$ cat src/rtl/fc_argmax_stream_pkg.sv
// Shared types and geometry helpers for the streaming argmax classifier tail.
// IDX_W/BEATS describe the default geometry; parametrised users call the functions.
package fc_pkg;

  typedef enum logic [1:0] {
    IDLE  = 2'd0,
    ACCUM = 2'd1,
    DONE  = 2'd2
  } fc_argmax_state_t;

  function automatic int idx_w(input int layer_size);
    return (layer_size > 1) ? $clog2(layer_size) : 1;
  endfunction

  function automatic int beats(input int layer_size, input int lanes);
    return layer_size / lanes;
  endfunction

  localparam int FC_LAYER_SIZE = 10;
  localparam int FC_LANES      = 1;
  localparam int IDX_W         = idx_w(FC_LAYER_SIZE);
  localparam int BEATS         = beats(FC_LAYER_SIZE, FC_LANES);

endpackage

$ cat src/rtl/fc_argmax_stream_node.sv
// One argmax comparator: picks the larger (value, index) pair, lower index on ties.
module fc_argmax_node #(
  parameter int WORD_SIZE = 16,
  parameter int IDX_W     = 4,
  parameter bit SIGNED    = 1'b1
) (
  input  logic [WORD_SIZE-1:0] i_a_val,
  input  logic [IDX_W-1:0]     i_a_idx,
  input  logic [WORD_SIZE-1:0] i_b_val,
  input  logic [IDX_W-1:0]     i_b_idx,
  output logic [WORD_SIZE-1:0] o_val,
  output logic [IDX_W-1:0]     o_idx
);

  logic signed [WORD_SIZE-1:0] w_a_s;
  logic signed [WORD_SIZE-1:0] w_b_s;
  logic                        w_gt;
  logic                        w_b_wins;

  assign w_a_s = $signed(i_a_val);
  assign w_b_s = $signed(i_b_val);

  always_comb begin
    if (SIGNED) w_gt = (w_b_s > w_a_s);
    else        w_gt = (i_b_val > i_a_val);
  end

  assign w_b_wins = w_gt || ((i_b_val == i_a_val) && (i_b_idx < i_a_idx));
  assign o_val    = w_b_wins ? i_b_val : i_a_val;
  assign o_idx    = w_b_wins ? i_b_idx : i_a_idx;

endmodule

$ cat src/rtl/fc_argmax_stream.sv
// Streaming argmax over LAYER_SIZE scores arriving LANES per beat; the winning
// index/score is held on a registered valid/ready output until consumed.
module fc_argmax_stream
  import fc_pkg::*;
#(
  parameter int WORD_SIZE  = 16,
  parameter int LAYER_SIZE = FC_LAYER_SIZE,
  parameter int LANES      = FC_LANES,
  parameter bit SIGNED     = 1'b1
) (
  input  logic                          clk,
  input  logic                          rst_n,
  input  logic                          flush,
  input  logic                          in_valid,
  output logic                          in_ready,
  input  logic [WORD_SIZE-1:0]          in_data [LANES],
  output logic                          out_valid,
  input  logic                          out_ready,
  output logic [$clog2(LAYER_SIZE)-1:0] out_idx,
  output logic [WORD_SIZE-1:0]          out_val
);

  localparam int AW = $clog2(LAYER_SIZE);
  localparam int NB = beats(LAYER_SIZE, LANES);
  localparam int CW = idx_w(NB);
  localparam int D  = $clog2(LANES);
  localparam int P  = 1 << D;

  if (LAYER_SIZE % LANES != 0) begin : g_bad_geometry
    $error("fc_argmax_stream: LAYER_SIZE must be a multiple of LANES");
  end

  fc_argmax_state_t    r_state;
  logic [CW-1:0]        r_beat_cnt;
  logic [WORD_SIZE-1:0] r_acc_val;
  logic [AW-1:0]        r_acc_idx;
  logic [WORD_SIZE-1:0] r_out_val;
  logic [AW-1:0]        r_out_idx;

  logic [WORD_SIZE-1:0] w_red_val;
  logic [AW-1:0]        w_red_idx;
  logic [WORD_SIZE-1:0] w_win_val;
  logic [AW-1:0]        w_win_idx;
  logic [WORD_SIZE-1:0] w_pick_val;
  logic [AW-1:0]        w_pick_idx;
  logic                 w_last;

  // Lane reduction tree; missing leaves of a non-power-of-two width mirror lane 0,
  // which can never change the result.
  for (genvar lv = 0; lv <= D; lv++) begin : g_lvl
    logic [WORD_SIZE-1:0] w_val [P >> lv];
    logic [AW-1:0]        w_idx [P >> lv];
    for (genvar n = 0; n < (P >> lv); n++) begin : g_n
      if (lv == 0) begin : g_leaf
        localparam int L = (n < LANES) ? n : 0;
        assign w_val[n] = in_data[L];
        assign w_idx[n] = AW'(int'(r_beat_cnt) * LANES + L);
      end else begin : g_cmp
        fc_argmax_node #(.WORD_SIZE(WORD_SIZE), .IDX_W(AW), .SIGNED(SIGNED)) u_node (
          .i_a_val(g_lvl[lv-1].w_val[2*n]),
          .i_a_idx(g_lvl[lv-1].w_idx[2*n]),
          .i_b_val(g_lvl[lv-1].w_val[2*n+1]),
          .i_b_idx(g_lvl[lv-1].w_idx[2*n+1]),
          .o_val  (w_val[n]),
          .o_idx  (w_idx[n])
        );
      end
    end
  end

  assign w_red_val = g_lvl[D].w_val[0];
  assign w_red_idx = g_lvl[D].w_idx[0];

  fc_argmax_node #(.WORD_SIZE(WORD_SIZE), .IDX_W(AW), .SIGNED(SIGNED)) u_acc_node (
    .i_a_val(r_acc_val),
    .i_a_idx(r_acc_idx),
    .i_b_val(w_red_val),
    .i_b_idx(w_red_idx),
    .o_val  (w_win_val),
    .o_idx  (w_win_idx)
  );

  assign w_pick_val = (r_state == IDLE) ? w_red_val : w_win_val;
  assign w_pick_idx = (r_state == IDLE) ? w_red_idx : w_win_idx;
  assign w_last     = (r_beat_cnt == CW'(NB - 1));

  assign in_ready  = (r_state != DONE);
  assign out_valid = (r_state == DONE);
  assign out_idx   = r_out_idx;
  assign out_val   = r_out_val;

  always_ff @(posedge clk or negedge rst_n) begin
    if (!rst_n) begin
      r_state    <= IDLE;
      r_beat_cnt <= '0;
      r_acc_val  <= '0;
      r_acc_idx  <= '0;
      r_out_val  <= '0;
      r_out_idx  <= '0;
    end else begin
      case (r_state)
        IDLE, ACCUM: begin
          // A flush wins over a beat offered in the same cycle.
          if (flush) begin
            r_state    <= IDLE;
            r_beat_cnt <= '0;
          end else if (in_valid) begin
            r_acc_val <= w_pick_val;
            r_acc_idx <= w_pick_idx;
            if (w_last) begin
              r_state    <= DONE;
              r_beat_cnt <= '0;
              r_out_val  <= w_pick_val;
              r_out_idx  <= w_pick_idx;
            end else begin
              r_state    <= ACCUM;
              r_beat_cnt <= r_beat_cnt + CW'(1);
            end
          end
        end
        DONE: begin
          if (out_ready) r_state <= IDLE;
        end
        default: r_state <= IDLE;
      endcase
    end
  end

endmodule

$ cat config.mk
export PLATFORM = sky130hd
export DESIGN_NAME = fc_argmax_stream
export DESIGN_NICKNAME = d
export VERILOG_FILES = /design/src/rtl/fc_argmax_stream_pkg.sv /design/src/rtl/fc_argmax_stream_node.sv /design/src/rtl/fc_argmax_stream.sv
export SDC_FILE = /design/constraint.sdc
export NUM_CORES = 1
export LEC_CHECK = 0
export BUFFER_PORTS_ARGS = -buffer_cell sky130_fd_sc_hd__buf_2
export CAP_MARGIN = 20
export CORE_ASPECT_RATIO = 0.7
export CORE_MARGIN = 5
export CORE_UTILIZATION = 40
export CTS_CLUSTER_SIZE = 30
export DETAILED_ROUTE_END_ITERATION = 6
export PLACE_DENSITY = 0.61
export SLEW_MARGIN = 20
export SYNTH_ARGS = -nofsm -noshare
export SYNTH_HDL_FRONTEND = slang
export SYNTH_SLANG_ARGS = --single-unit
$ cat constraint.sdc
create_clock -name clk -period 2.4 [get_ports clk]
set_input_delay 0.24 -clock clk [delete_from_list [all_inputs] [get_ports clk]]
set_output_delay 0.24 -clock clk [all_outputs]
set_load 0.05 [all_outputs]
# After elaboration in Yosys (flattened, before gate mapping)
# Index checks and enable logic that the tools add are counted.
# W data, S select, Z words.
# word_totals
regBits	46
in_bits	21
output_inout_bits	22
word_cells	38
# op_classes
add_sub_neg	1
order_cmp	2
eq_ne	7
muxes	12
n_bitwise	1
reduce_logical	9
# ops
cell	n
$mux W16	2
$mux W4	5
$eq A16 B16 Y1	1
$gt A16 B16 Y1	1
$mux W2	4
$add A4 B1 Y4 const B	1
$eq A4 B4 Y1 const B	1
$lt A4 B4 Y1	1
$pmux W2 S2	1
$reduce_and A2 Y1	2
$reduce_and A4 Y1	1
$ne A3 B3 Y1 const B	1
$reduce_and A3 Y1	1
$eq A2 B1 Y1 const B	1
$eq A2 B2 Y1 const B	1
$logic_not A2 Y1	1
$ne A2 B1 Y1 const B	1
$ne A2 B2 Y1 const B	1
$reduce_bool A2 Y1	1
$reduce_or A2 Y1	1
$logic_and A1 B1 Y1	1
$logic_or A1 B1 Y1	1
$not A1 Y1	1

# Longest topological paths before layout
# logic_depth
ltp_word	5
mapped_depth	11
depth_no_buf	9

# Hierarchy
# From an unflattened synthesis, not the netlist that was laid out.
# hier_totals
hier_cells	254
hier_area_um2	2911.5
# modules_own_cells
mod	instances	cells_per_inst	area_per_inst_um2	seq_area_each_um2
fc_argmax_stream	1	162	2087.0	1151.1
fc_argmax_node	1	92	824.5	0.0

# Worst setup path after synthesis
# Ideal clock, no wire load.
# synth_timing
path_type	reg-to-reg
startpoint	reg r_acc_val[11]
endpoint	reg r_acc_idx[0]
arrival_time_ns	2.299
required_ns	2.275
slack_ns	-0.024
path_stages_with_launch	11
path_buffers	1
synth_period_minus_slack_ns	2.424
path_cell_list	dfrtp_1 > inv_1 > ha_1 > a21oi_2 > o22ai_1 > or4_4 > nand4b_4 > o211a_2 > o21ai_4 > buf_6 > mux2_4
# synth_between
elab_chain_len	5
# synth_rtl
item	line	rtl
start, declared	fc_argmax_stream.sv:35	logic [WORD_SIZE-1:0] r_acc_val;
start signal, assigned	fc_argmax_stream.sv:108	r_acc_val <= w_pick_val;
parallel branches: the longest is 2 deep, another holds $gt A16 B16 Y1	--	
$logic_or A1 B1 Y1 *	fc_argmax_stream_node.sv:28	assign w_b_wins = w_gt || ((i_b_val == i_a_val) && (i_b_idx < i_a_idx));
$mux W4 *	fc_argmax_stream_node.sv:30	assign o_idx = w_b_wins ? i_b_idx : i_a_idx;
$mux W4 *	fc_argmax_stream.sv:84	assign w_pick_idx = (r_state == IDLE) ? w_red_idx : w_win_idx;
end signal, assigned	fc_argmax_stream.sv:109	r_acc_idx <= w_pick_idx;
end, declared	fc_argmax_stream.sv:36	logic [AW-1:0] r_acc_idx;
# Mark *: on every way between the ends.
# A chain may end at the register's enable or synchronous reset.

# Worst setup path after layout
# layout_timing
startpoint	reg r_acc_val[13]
endpoint	reg r_acc_val[13]
# layout_between
elab_chain_len	5
# layout_rtl
item	line	rtl
parallel branches: the longest is 3 deep, another holds $gt A16 B16 Y1	--	
$mux W16 *	fc_argmax_stream_node.sv:29	assign o_val = w_b_wins ? i_b_val : i_a_val;
$mux W16 *	fc_argmax_stream.sv:83	assign w_pick_val = (r_state == IDLE) ? w_red_val : w_win_val;
# Marked as above.

==> results.ini <==
[run_status]
outcome = finished, violations left
violations = negative setup slack

[critical_path]
critPathCaptureType = register
reg2reg_slack_ns = -0.11
worst-path-max-fanout = 7
crit_required_ns = 2.59
timing.rr.start = r_acc_val[13]
critPathKind = register to register
reg2regPathDepth = 11
setup.worst_path.start_class = register
worst_ep_arrival_time_ns = 2.70
crit-reg2reg-capture = r_acc_val[13]

[sta]
slew_at_the_pin_closest_to_its_max_slew_limit_ns = 0.610
slew-limit-headroom = 0.593
rsz0062_at_grt = true
fmax_mhz = 399
timing.final.hold_violations = 0
totalNegativeSetupSlack_ns = -1.76
slew_violations = 0
hold_slack_ns = 0.0122
post-route-min-period_ns = 2.51
finalCritPeriodShare = 1.04
finalSetupViolCount = 19
setup_slack_ns = -0.108
finalClockSkew_ns = 0.00889

[finish]
syn2layout_area_growth_pct = 28.6
drive_gt1_frac = 0.367
num-fill-cells = 588
final_design_area_no_fill_um2 = 3410
area_occupied_by_multi_input_gates_um2 = 1440
antenna_cells_inserted = 0
nNetsFinal = 373
count_of_non_filler_cells_in_the_finished_layout = 423
register_area_um2 = 1150

[logic_synthesis]
yosys_warnings = 0
yosys.area_share.xor_xnor = 0
synth_seq_area_share = 0.434
synth_adder_area_share = 0.0990
synth-main-ff-cell = dfrtp_1
synthesis.instances = 263
synth.cells.most_frequent = dfrtp_1 (46), a21oi_1 (27), nor2_1 (27)
synth_enable_flop_cells = 0
synth_compound_area_frac = 0.197
synth.most_common_cell = dfrtp_1
synth_area_leader_cell = dfrtp_1
synth.cell_area_um2 = 2660
combinational_family_with_the_most_area_after_synthesis = compound AO/OA/AOI/OAI gates
mux_contribution_to_synthesized_area = 0.111
yosys.area.top_type_share = 0.434
yosys_register_bits = 46
yosysUniqueCellTypes = 37
syn-num-nets = 305
syn_avg_cell_area_um2 = 10.1
asyncSetResetFlopFracSynth = 1.00
yosys-top-cells-area = dfrtp_1 (43%), mux2_4 (11%), ha_1 (9.9%)
simple_gate_fraction_of_synth_area = 0.0933

[floorplan]
chipHeight_um = 78.2
initial_core_util = 0.419
io_pins = 43
core_area_um2 = 6340
num_rows = 24
die_width_um = 107
die_area_um2 = 8390

[clock_tree]
tritoncts_clock_tree = built
clock-root-buffer = clkbuf_8
cts_inserted_buffers = 5
htree_levels = 2
cts.path.max_buffers = 2
numClockSinks = 46
cts_hold_buf = 0
worst_setup_hold_path_clk_slew_ns = 0.09
clkLatencyLatePin_ns = 0.31

[detailed_routing]
number_of_vias_per_cell = 5.12
detail_route.iter0.violations = 77
drt-wirelength-per-cell_um = 15.7
antenna_left = 0
firstDrtPassIters = 4
vias = 2165
route.final.wire_length_mm = 6.63
remaining_drc_errors = 0

[global_routing]
grt_start_max_net_pins = 47
global_route_wire_length_before_repair_mm = 10.7
via_count_of_the_first_global_routing_pass = 2143
initial_antenna_violation_count = 0
overflow = 0
globalRouteTotalUtil = 0.160

[flow_run]
drv_cap = 0

[place]
dpl.cell_count = 407
gp_congestion = 0.773
placedInstanceArea_um2 = 3140
detailedPlacementHpwl_mm = 4.43
place_worst_setup_slack_ns = -0.133
io_buffer_count = 42

[power]
power_density_nw_per_um2 = 742
ir_worst_vdd_mv = 0.380
p_leak_nw = 1.69

[hold_path]
holdCritPathClass = primary input to asynchronous set/reset pin

-- kinds of logic (layout without fill, tap and decap cells) --
kind of cell               Yosys count  count (layout)
buffers and inverters               38             107
adders and majority gates           21              21
muxes                               20              20
DFF                                 46              46
AOI/OAI and AO/OA                   86              86
and+or+nand+nor                     52              52
-- cell usage in the layout (no fill, tap or decap), drive strengths merged, types with 2 or more instances in the layout --
cell,count
inv,25
nand2,12
dfrtp,46
nand3,2
a21oi,28
ha,21
mux2,19
nand2b,2
nor2,27
clkbuf,8
buf,73
nand4,3
o21ai,27
a31oi,18
-- state kept, by name, indices dropped and copies added, names as in the netlist --
name	cells
out_val	16
r_acc_val	16
out_idx	4
r_acc_idx	4
r_beat_cnt	4
r_state	2
-- stage by stage --
stage                util  power [mW]
CTS                 0.529        2.46
global placement    0.496        1.86
global route        0.539        2.67
floorplan               -        1.56
finish              0.539        2.54
detailed placement  0.496        1.88
-- how the worst max path moves through the flow --
stage                     cells past startpoint  slack (ns)           from             to
after floorplan                              10        0.01  r_acc_val[13]   r_acc_idx[0]
after global placement                       10       -0.06    in_data[13]  r_acc_val[13]
after global routing                         11       -0.22  r_acc_val[12]   r_acc_val[4]
after detailed placement                     10       -0.13    in_data[13]   r_acc_val[0]
final                                        11       -0.11  r_acc_val[13]  r_acc_val[13]
after CTS                                    11       -0.13  r_acc_val[13]  r_acc_val[13]
-- layer usage --
metal	vias up	global-route usage	part of all wire
met3	8	0.0352	0.038
met5	-	0	0
met2	39	0.233	0.43
li1	1073	-	-
met4	0	0.0580	0.012
met1	1045	0.233	0.52
-- area by class of cell --
cell class | count | area share
multi-input cells | 179 | 0.421
flip-flops and latches | 46 | 0.337
repair buffers | 74 | 0.155
well taps | 91 | 0.0333
inverters | 25 | 0.0275
clock buffers | 7 | 0.0253
clock inverters | 1 | 0.00147
-- worst max-delay path: stages, from the launching register on --
cell and delay, ns:
dfrtp_1 0.39, inv_2 0.07, ha_4 0.19, a21oi_2 0.13
o22ai_1 0.08, or4_4 0.44, nand4b_4 0.20, o211a_4 0.17
o21ai_4 0.14, buf_6 0.14, buf_12 0.13, mux2_4 0.30
-- power by group --
| part | switching [mW] | total (mW) | internal (mW) |
|---|---|---|---|
| combinational | 0.548 | 1.07 | 0.523 |
| clock | 0.280 | 0.514 | 0.233 |
| sequential | 0.0752 | 0.951 | 0.876 |
-- timing repair --
item / in CTS / in global routing
cloned: 1 / 1
resized for setup: 10 / 21
endpoints found under the setup margin: 21 / 39
pin swaps: 3 / 8
setup buffers: 6 / 1
Power figures use the tool's default switching activity.
